$ cat src/rtl/control_sequencer_pkg.sv
// Shared types and constants for the instruction control sequencer.
// MUL_DIV_EN adds the T6 state used by multiply/divide write-back.
package control_sequencer_pkg;

    localparam int unsigned IR_W       = 32;
    localparam int unsigned OPCODE_W   = 5;
    localparam int unsigned REG_ADDR_W = 4;
    localparam int unsigned ALU_OP_W   = 4;
    localparam int unsigned BUS_SEL_W  = 5;

    typedef enum logic [3:0] {
        ST_IDLE   = 4'd0,
        ST_T0     = 4'd1,
        ST_T1     = 4'd2,
        ST_T2     = 4'd3,
        ST_T3     = 4'd4,
        ST_T4     = 4'd5,
        ST_T5     = 4'd6,
`ifdef MUL_DIV_EN
        ST_T6     = 4'd7,
`endif
        ST_HALTED = 4'd8,
        ST_FAULT  = 4'd9
    } state_t;

    // Instruction register field layout
    typedef struct packed {
        logic [OPCODE_W-1:0]   opcode;
        logic [REG_ADDR_W-1:0] ra;
        logic [REG_ADDR_W-1:0] rb;
        logic [REG_ADDR_W-1:0] rc;
        logic [14:0]           rsvd;
    } ir_t;

    localparam logic [OPCODE_W-1:0] OP_ADD  = 5'b00000;
    localparam logic [OPCODE_W-1:0] OP_SUB  = 5'b00001;
    localparam logic [OPCODE_W-1:0] OP_AND  = 5'b00010;
    localparam logic [OPCODE_W-1:0] OP_OR   = 5'b00011;
    localparam logic [OPCODE_W-1:0] OP_ROR  = 5'b00101;
    localparam logic [OPCODE_W-1:0] OP_MUL  = 5'b01111;
    localparam logic [OPCODE_W-1:0] OP_DIV  = 5'b10000;
    localparam logic [OPCODE_W-1:0] OP_HALT = 5'b11011;

    localparam logic [ALU_OP_W-1:0] ALU_ADD = 4'b0000;
    localparam logic [ALU_OP_W-1:0] ALU_SUB = 4'b0001;
    localparam logic [ALU_OP_W-1:0] ALU_AND = 4'b0010;
    localparam logic [ALU_OP_W-1:0] ALU_OR  = 4'b0011;
    localparam logic [ALU_OP_W-1:0] ALU_ROR = 4'b1010;
    localparam logic [ALU_OP_W-1:0] ALU_MUL = 4'b1101;
    localparam logic [ALU_OP_W-1:0] ALU_DIV = 4'b1110;

    // Bus sources beyond the 16 general-purpose registers
    localparam logic [BUS_SEL_W-1:0] SEL_HI  = 5'd16;
    localparam logic [BUS_SEL_W-1:0] SEL_LO  = 5'd17;
    localparam logic [BUS_SEL_W-1:0] SEL_ZHI = 5'd18;
    localparam logic [BUS_SEL_W-1:0] SEL_ZLO = 5'd19;
    localparam logic [BUS_SEL_W-1:0] SEL_PC  = 5'd20;
    localparam logic [BUS_SEL_W-1:0] SEL_MDR = 5'd21;

endpackage

$ cat src/rtl/opcode_decoder.sv
// Combinational opcode legality check and ALU operation mapping.
// MUL/DIV are legal only when MUL_DIV_EN is defined.
module opcode_decoder
    import control_sequencer_pkg::*;
(
    input  logic [OPCODE_W-1:0] opcode,
    output logic [ALU_OP_W-1:0] alu_op_c,
    output logic                legal_c,
    output logic                halt_c,
    output logic                muldiv_c
);

    assign halt_c = (opcode == OP_HALT);

    always_comb begin
        alu_op_c = '0;
        legal_c  = 1'b0;
        muldiv_c = 1'b0;
        case (opcode)
            OP_ADD: begin alu_op_c = ALU_ADD; legal_c = 1'b1; end
            OP_SUB: begin alu_op_c = ALU_SUB; legal_c = 1'b1; end
            OP_AND: begin alu_op_c = ALU_AND; legal_c = 1'b1; end
            OP_OR:  begin alu_op_c = ALU_OR;  legal_c = 1'b1; end
            OP_ROR: begin alu_op_c = ALU_ROR; legal_c = 1'b1; end
`ifdef MUL_DIV_EN
            OP_MUL: begin alu_op_c = ALU_MUL; legal_c = 1'b1; muldiv_c = 1'b1; end
            OP_DIV: begin alu_op_c = ALU_DIV; legal_c = 1'b1; muldiv_c = 1'b1; end
`endif
            default: ;
        endcase
    end

endmodule

$ cat src/rtl/control_sequencer.sv
// Moore control sequencer: fetch (T0-T2), decode/execute (T3-T5/T6), halt and fault traps.
// Defining MUL_DIV_EN enables MUL/DIV with the extra HI write-back state T6.
module control_sequencer
    import control_sequencer_pkg::*;
(
    input  logic                  clock,
    input  logic                  clear,
    input  logic                  run,
    input  logic                  mem_ready,
    input  logic [IR_W-1:0]       IR,
    output logic [BUS_SEL_W-1:0]  BusDataSelect,
    output logic [REG_ADDR_W-1:0] GP_addr,
    output logic                  e_PC,
    output logic                  e_IR,
    output logic                  e_Y,
    output logic                  e_Z,
    output logic                  e_HI,
    output logic                  e_LO,
    output logic                  e_MDR,
    output logic                  e_MAR,
    output logic                  e_GP,
    output logic                  incPC,
    output logic                  MDR_read,
    output logic [ALU_OP_W-1:0]   ALU_op,
    output logic                  busy,
    output logic                  fault
);

    state_t              state;
    state_t              state_next;
    logic                pc_loaded;
    ir_t                 ir;
    logic [ALU_OP_W-1:0] alu_op_c;
    logic                legal_c;
    logic                halt_c;
    logic                muldiv_c;
    logic                unused_rsvd;

    assign ir          = ir_t'(IR);
    assign unused_rsvd = ^ir.rsvd;

    opcode_decoder u_decoder (
        .opcode   (ir.opcode),
        .alu_op_c (alu_op_c),
        .legal_c  (legal_c),
        .halt_c   (halt_c),
        .muldiv_c (muldiv_c)
    );

    // pc_loaded marks T1 stall cycles so PC is written only on the first one
    always_ff @(posedge clock) begin
        if (!clear) begin
            state     <= ST_IDLE;
            pc_loaded <= 1'b0;
        end else begin
            state     <= state_next;
            pc_loaded <= (state == ST_T1) && !mem_ready;
        end
    end

    always_comb begin
        state_next    = state;
        BusDataSelect = '0;
        GP_addr       = '0;
        ALU_op        = '0;
        e_PC          = 1'b0;
        e_IR          = 1'b0;
        e_Y           = 1'b0;
        e_Z           = 1'b0;
        e_HI          = 1'b0;
        e_LO          = 1'b0;
        e_MDR         = 1'b0;
        e_MAR         = 1'b0;
        e_GP          = 1'b0;
        incPC         = 1'b0;
        MDR_read      = 1'b0;
        busy          = 1'b0;
        fault         = 1'b0;
        case (state)
            ST_IDLE: begin
                if (run) state_next = ST_T0;
            end
            ST_T0: begin
                busy          = 1'b1;
                BusDataSelect = SEL_PC;
                e_MAR         = 1'b1;
                incPC         = 1'b1;
                e_Z           = 1'b1;
                state_next    = ST_T1;
            end
            ST_T1: begin
                busy          = 1'b1;
                BusDataSelect = SEL_ZLO;
                e_PC          = !pc_loaded;
                MDR_read      = 1'b1;
                e_MDR         = 1'b1;
                if (mem_ready) state_next = ST_T2;
            end
            ST_T2: begin
                busy          = 1'b1;
                BusDataSelect = SEL_MDR;
                e_IR          = 1'b1;
                state_next    = ST_T3;
            end
            ST_T3: begin
                busy = 1'b1;
                if (halt_c) begin
                    state_next = ST_HALTED;
                end else if (!legal_c) begin
                    state_next = ST_FAULT;
                end else begin
                    BusDataSelect = BUS_SEL_W'(ir.rb);
                    e_Y           = 1'b1;
                    state_next    = ST_T4;
                end
            end
            ST_T4: begin
                busy          = 1'b1;
                BusDataSelect = BUS_SEL_W'(ir.rc);
                ALU_op        = alu_op_c;
                e_Z           = 1'b1;
                state_next    = ST_T5;
            end
            ST_T5: begin
                busy          = 1'b1;
                BusDataSelect = SEL_ZLO;
                state_next    = run ? ST_T0 : ST_IDLE;
                if (muldiv_c) begin
                    e_LO = 1'b1;
`ifdef MUL_DIV_EN
                    state_next = ST_T6;
`endif
                end else begin
                    GP_addr = ir.ra;
                    e_GP    = 1'b1;
                end
            end
`ifdef MUL_DIV_EN
            ST_T6: begin
                busy          = 1'b1;
                BusDataSelect = SEL_ZHI;
                e_HI          = 1'b1;
                state_next    = run ? ST_T0 : ST_IDLE;
            end
`endif
            ST_HALTED: ;
            ST_FAULT: begin
                fault = 1'b1;
            end
            default: state_next = ST_IDLE;
        endcase
    end

endmodule

$ cat config.mk
export PLATFORM = sky130hd
export DESIGN_NAME = control_sequencer
export DESIGN_NICKNAME = d
export VERILOG_FILES = /design/src/rtl/control_sequencer_pkg.sv /design/src/rtl/opcode_decoder.sv /design/src/rtl/control_sequencer.sv
export SDC_FILE = /design/constraint.sdc
export NUM_CORES = 1
export LEC_CHECK = 0
export CORE_MARGIN = 1.5
export CORE_UTILIZATION = 28
export DETAILED_ROUTE_END_ITERATION = 7
export HOLD_SLACK_MARGIN = 0.05
export PLACE_DENSITY_LB_ADDON = 0.05
export SLEW_MARGIN = 25
export SYNTH_ARGS = -nofsm -noshare
export SYNTH_HDL_FRONTEND = slang
export SYNTH_SLANG_ARGS = --single-unit
$ cat constraint.sdc
create_clock -name clock -period 1.7 [get_ports clock]
set_clock_uncertainty 0.1 [all_clocks]
set_input_delay 0.17 -clock clock [delete_from_list [all_inputs] [get_ports clock]]
set_output_delay 0.17 -clock clock [all_outputs]
set_load 0.02 [all_outputs]
; Word-level counts from Yosys, hierarchy flattened
; Cells that the tools add are included.
[word_totals]
out_inout_bits = 26
reg_bits = 5
word_cells = 53
input_bits = 36
[op_classes]
reduce_logical = 11
mux = 24
n_bitwise = 1
eq_ne = 15
[ops]
columns = op, n
row1 = two-way mux 4 bit, 8
row2 = case mux 4 bit (8 select lines), 1
row3 = case mux 5 bit (5 select lines), 1
row4 = case mux 4 bit (4 select lines), 1
row5 = two-way mux 1 bit, 13
row6 = equality test 4 x 3 -> 1 bit (second input constant), 3
row7 = equality test 5 x 2 -> 1 bit (second input constant), 2
row8 = equality test 4 x 2 -> 1 bit (second input constant), 2
row9 = equality test 4 bit (second input constant), 2
row10 = OR reduction 2 bit, 3
row11 = OR reduction 6 bit, 1
row12 = equality test 5 x 1 -> 1 bit (second input constant), 1
row13 = equality test 5 x 3 -> 1 bit (second input constant), 1
row14 = equality test 5 bit (second input constant), 1
row15 = logical NOT 5 bit, 1
row16 = OR reduction 5 bit, 1
row17 = equality test 4 x 1 -> 1 bit (second input constant), 1
row18 = logical NOT 4 bit, 1
row19 = != test 2 bit (second input constant), 2
row20 = AND reduction 3 bit, 1
row21 = logical NOT 1 bit, 2
row22 = logical AND 1 bit, 1
row23 = NOT 1 bit, 1

; Longest topological paths before layout
[logic_depth]
depth_word = 6
depth_mapped = 6
depth_no_buf = 5

; By module
; A second synthesis with hierarchy kept.
[hier_totals]
hier_cells = 83
hier_area_um2 = 659.4
[by_module_without_submodules]
columns = module, cells_each, area_each_um2, n_inst
row1 = control_sequencer, 70, 570.5, 1
row2 = opcode_decoder, 13, 88.8, 1

; Least setup slack after synthesis
; No wires, ideal clock.
[synth_path]
kind = flip-flop to output port
from = register state[1]
to = output GP_addr[0]
stages_incl_launch_ff = 4
slack_ps = -57
path_buffers = 0
arrival_time_ps = 1487
cell_sequence = dfxtp_1 nand2_1 nor3b_1 and2_1
[synth_between]
elab_chain_len = 2
[synth_rtl]
columns = item, line_no
row1 = start: declaration, control_sequencer.sv:29  ; state_t state;
row2 = start signal: assignment, control_sequencer.sv:56  ; state <= state_next;
row3 = equality test 4 x 3 -> 1 bit, control_sequencer.sv:79  ; case (state)
row4 = two-way mux 4 bit, control_sequencer.sv:79
row5 = end: declaration, control_sequencer.sv:12  ; output logic [REG_ADDR_W-1:0] GP_addr,
; Every way passes these cells.

; Final worst setup path
[layout_path]
from = register state[0]
to = output BusDataSelect[2]
[layout_between]
elab_chain_len = 3
[layout_rtl]
columns = item, line_no
row1 = equality test 4 x 2 -> 1 bit / equality test 4 x 3 -> 1 bit (equally long branches), control_sequencer.sv:79
row2 = OR reduction 2 bit (no line), n/a
row3 = case mux 5 bit (5 select lines) *, control_sequencer.sv:79
row4 = end: declaration, control_sequencer.sv:11  ; output logic [BUS_SEL_W-1:0] BusDataSelect,
; Mark *: on every way between the ends. The rest lies on a longest branch, timed or not.

==> impl_metrics.py <==
metrics = {
    "pwr": {
        "sw_frac_of_total_pct": 41.5,
        "power_density_nw_per_um2": 1060,
        "p_clk_share_pct": 8.9,
        "switchingPower_mw": 0.617,
        "p_seq_share_pct": 11.6,
        "power.internal_mw": 0.869,
        "p_comb_share_pct": 79.6,
        "peakVddDrop_mv": 0.678,
        "leakagePower_nw": 0.667,
    },
    "yosys": {
        "yosysWarnings": 0,
        "yosysTopAreaCellShare_pct": 16.8,
        "avgSynthCellArea_um2": 7.11,
        "synthTopCellsByCount": "nand2_1 (9), a21oi_1 (6), nor2_1 (6)",
        "ys_seq_area_share_pct": 16.8,
        "ys_seq_elements": 5,
        "synth_edf_count": 0,
        "synthArstFlopShare_pct": 0,
        "synth_ff_type": "dfxtp_1",
        "synth_area_leader_cell": "dfxtp_1",
        "synth.top_cells.by_area": "dfxtp_1 (17%), buf_4 (6.3%), nor3b_1 (6.3%)",
        "syn-instance-count": 84,
        "synth_area_um2": 597,
        "yosysMostFrequentCell": "nand2_1",
        "synthDistinctLibCells": 34,
    },
    "die": {
        "dieArea_um2": 2420,
        "ioPinCount": 62,
        "die_y_um": 49.2,
        "initial_core_util_pct": 30.1,
        "num_rows": 16,
        "design.core.area_um2": 1980,
        "die_w_um": 49.2,
    },
    "clock_tree": {
        "clockBufferDepth": 2,
        "numClockSinks": 5,
        "cts_made_buffers": 3,
        "cts_hold_buf": 0,
        "clkLatencyLatePin_ns": 0.24,
        "htreeDepth": 1,
        "cts_tree": "yes",
        "cts.clk_slew.worst_paths_ns": 0.05,
        "cts_root_buf": "clkbuf_4",
    },
    "timing": {
        "period_needed_ns": 1.80,
        "setup_violations": 4,
        "setup_tns_ns": -0.305,
        "fmax_mhz": 555,
        "final-hold-violation-count": 0,
        "fin_ws_ns": -0.100,
        "rsz0062_at_grt": "yes",
        "hold_slack_ns": 0.468,
        "drv_slew": 0,
        "fin_crit_sh_pct": 106,
    },
    "setup_path": {
        "reg2regPathDepth": 6,
        "cp-start-kind": "flip-flop",
        "end_kind": "primary output",
        "criticalPathCategory": "flip-flop to primary output",
        "cp_max_fo": 4,
        "worst_ep_required_time_ns": 1.43,
        "worstPathArrival_ns": 1.53,
    },
    "detailed_routing": {
        "first_iter_violations": 5,
        "post_drt_wl_per_cell_um": 11.8,
        "via_count": 862,
        "ant_nets": 0,
        "drt_first_pass_iters": 4,
        "routed_wl_mm": 2.16,
        "routed_via_density": 4.71,
        "drc_errors": 0,
    },
    "place": {
        "place_ws_ns": -0.644,
        "place_area_um2": 1170,
        "gp_congestion": 0.801,
        "place_hpwl_mm": 1.45,
        "io_buffers": 43,
        "dp_cells": 167,
    },
    "global_routing": {
        "antenna_found_initial": 0,
        "grt_pass1_vias": 802,
        "grt_pass1_wl_mm": 3.32,
        "grt_max_degree": 13,
        "gr-total-overflow": 0,
        "grt_use_total_pct": 17.0,
    },
    "outcome": {
        "violations": "setup timing",
        "status": "finished, violations left",
    },
    "finish": {
        "finalNetCount": 193,
        "fin_area_um2": 1410,
        "diodes": 0,
        "drive_gt1_share_pct": 55.1,
        "final_cells": 183,
        "nFillCells": 160,
        "area_delta_synth_final_pct": 135,
    },
    "job": {
        "cap_viol_max_count": 0,
    },
    "worst_hold_path": {
        "worstHoldPathCells": 2,
        "worst_hold_path_type": "input port to flip-flop",
    },
}
routing by layer:
layer  share of wire [%]  global-route usage [%]  up-vias
met5                   0                       0        -
met4                0.46                    5.71        0
met3                 5.0                    1.53        2
met2                  51                    30.4       28
met1                  44                    21.2      393
li1                    -                       -      439
sequential cells by signal, summed over array words and instances, names as in the netlist:
register / cells
pc_loaded: 1
state: 4
power by group through the flow:
stage | clock network, mW | registers (mW) | logic [mW]
floorplan | 0 | 0.167 | 0.494
global placement | 0 | 0.162 | 0.905
detailed placement | 0 | 0.163 | 0.914
CTS | 0.139 | 0.163 | 0.998
global route | 0.147 | 0.176 | 1.27
finish | 0.132 | 0.172 | 1.18
final cells by class:
cell class,count,area [µm²],share of cell area (%)
inverter,4,20.0,1.42
clock buffer,3,22.5,1.60
multi-input combinational,67,520,37.0
sequential,5,104,7.39
timing repair buffer,76,699,49.8
tap,27,33.8,2.40
clock inverter,1,5.00,0.356
layout by cell type (no fill, tap or decap), drive strengths merged, types with 4 or more instances in the layout:
master | synthesis | layout
inv | 4 | 4
nor2 | 6 | 6
dfxtp | 5 | 5
nand2 | 9 | 9
a21oi | 6 | 6
clkbuf | 3 | 5
buf | 7 | 51
nor3b | 5 | 5
nand2b | 5 | 5
clkdlybuf4s50 | 0 | 16
and2 | 5 | 5
cells by family after synthesis:
logic type             synth area share, %
buffers and inverters                 13.4
multiplexers                          1.68
other                                0.628
AO/OA/AOI/OAI                         23.3
flip-flops                            16.8
AND/OR/NAND/NOR                       44.2
worst max-delay path, cell delays in order (launching register included):
cell     delay [ns]
dfxtp_2        0.32
or4b_4         0.56
nor2b_4        0.16
a32o_2         0.15
buf_6          0.11
timing repair:
action	4_1_cts	5_1_grt
cloned	0	1
gates resized for setup	114	35
endpoints found under the setup margin	23	21
buffers inserted	4	7
pin swaps	7	12
metrics by stage:
step	utilization [%]	power (mW)
3_3_place_gp	59.2	1.07
3_5_place_dp	59.2	1.08
2_1_floorplan	-	0.662
5_1_grt	70.9	1.59
4_1_cts	62.7	1.30
6_report	70.9	1.49
path summary, 6_finish.rpt:
kind                          from                     to  slack [ns]
max          state[0]$_SDFFE_PN0P_       BusDataSelect[2]       -0.10
min                      mem_ready   pc_loaded$_SDFF_PN0_        0.47
max reg2reg  state[0]$_SDFFE_PN0P_  state[3]$_SDFFE_PN0P_        0.05
min reg2reg  state[2]$_SDFFE_PN0P_  state[2]$_SDFFE_PN0P_        0.51
Power figures use the tool's default switching activity.
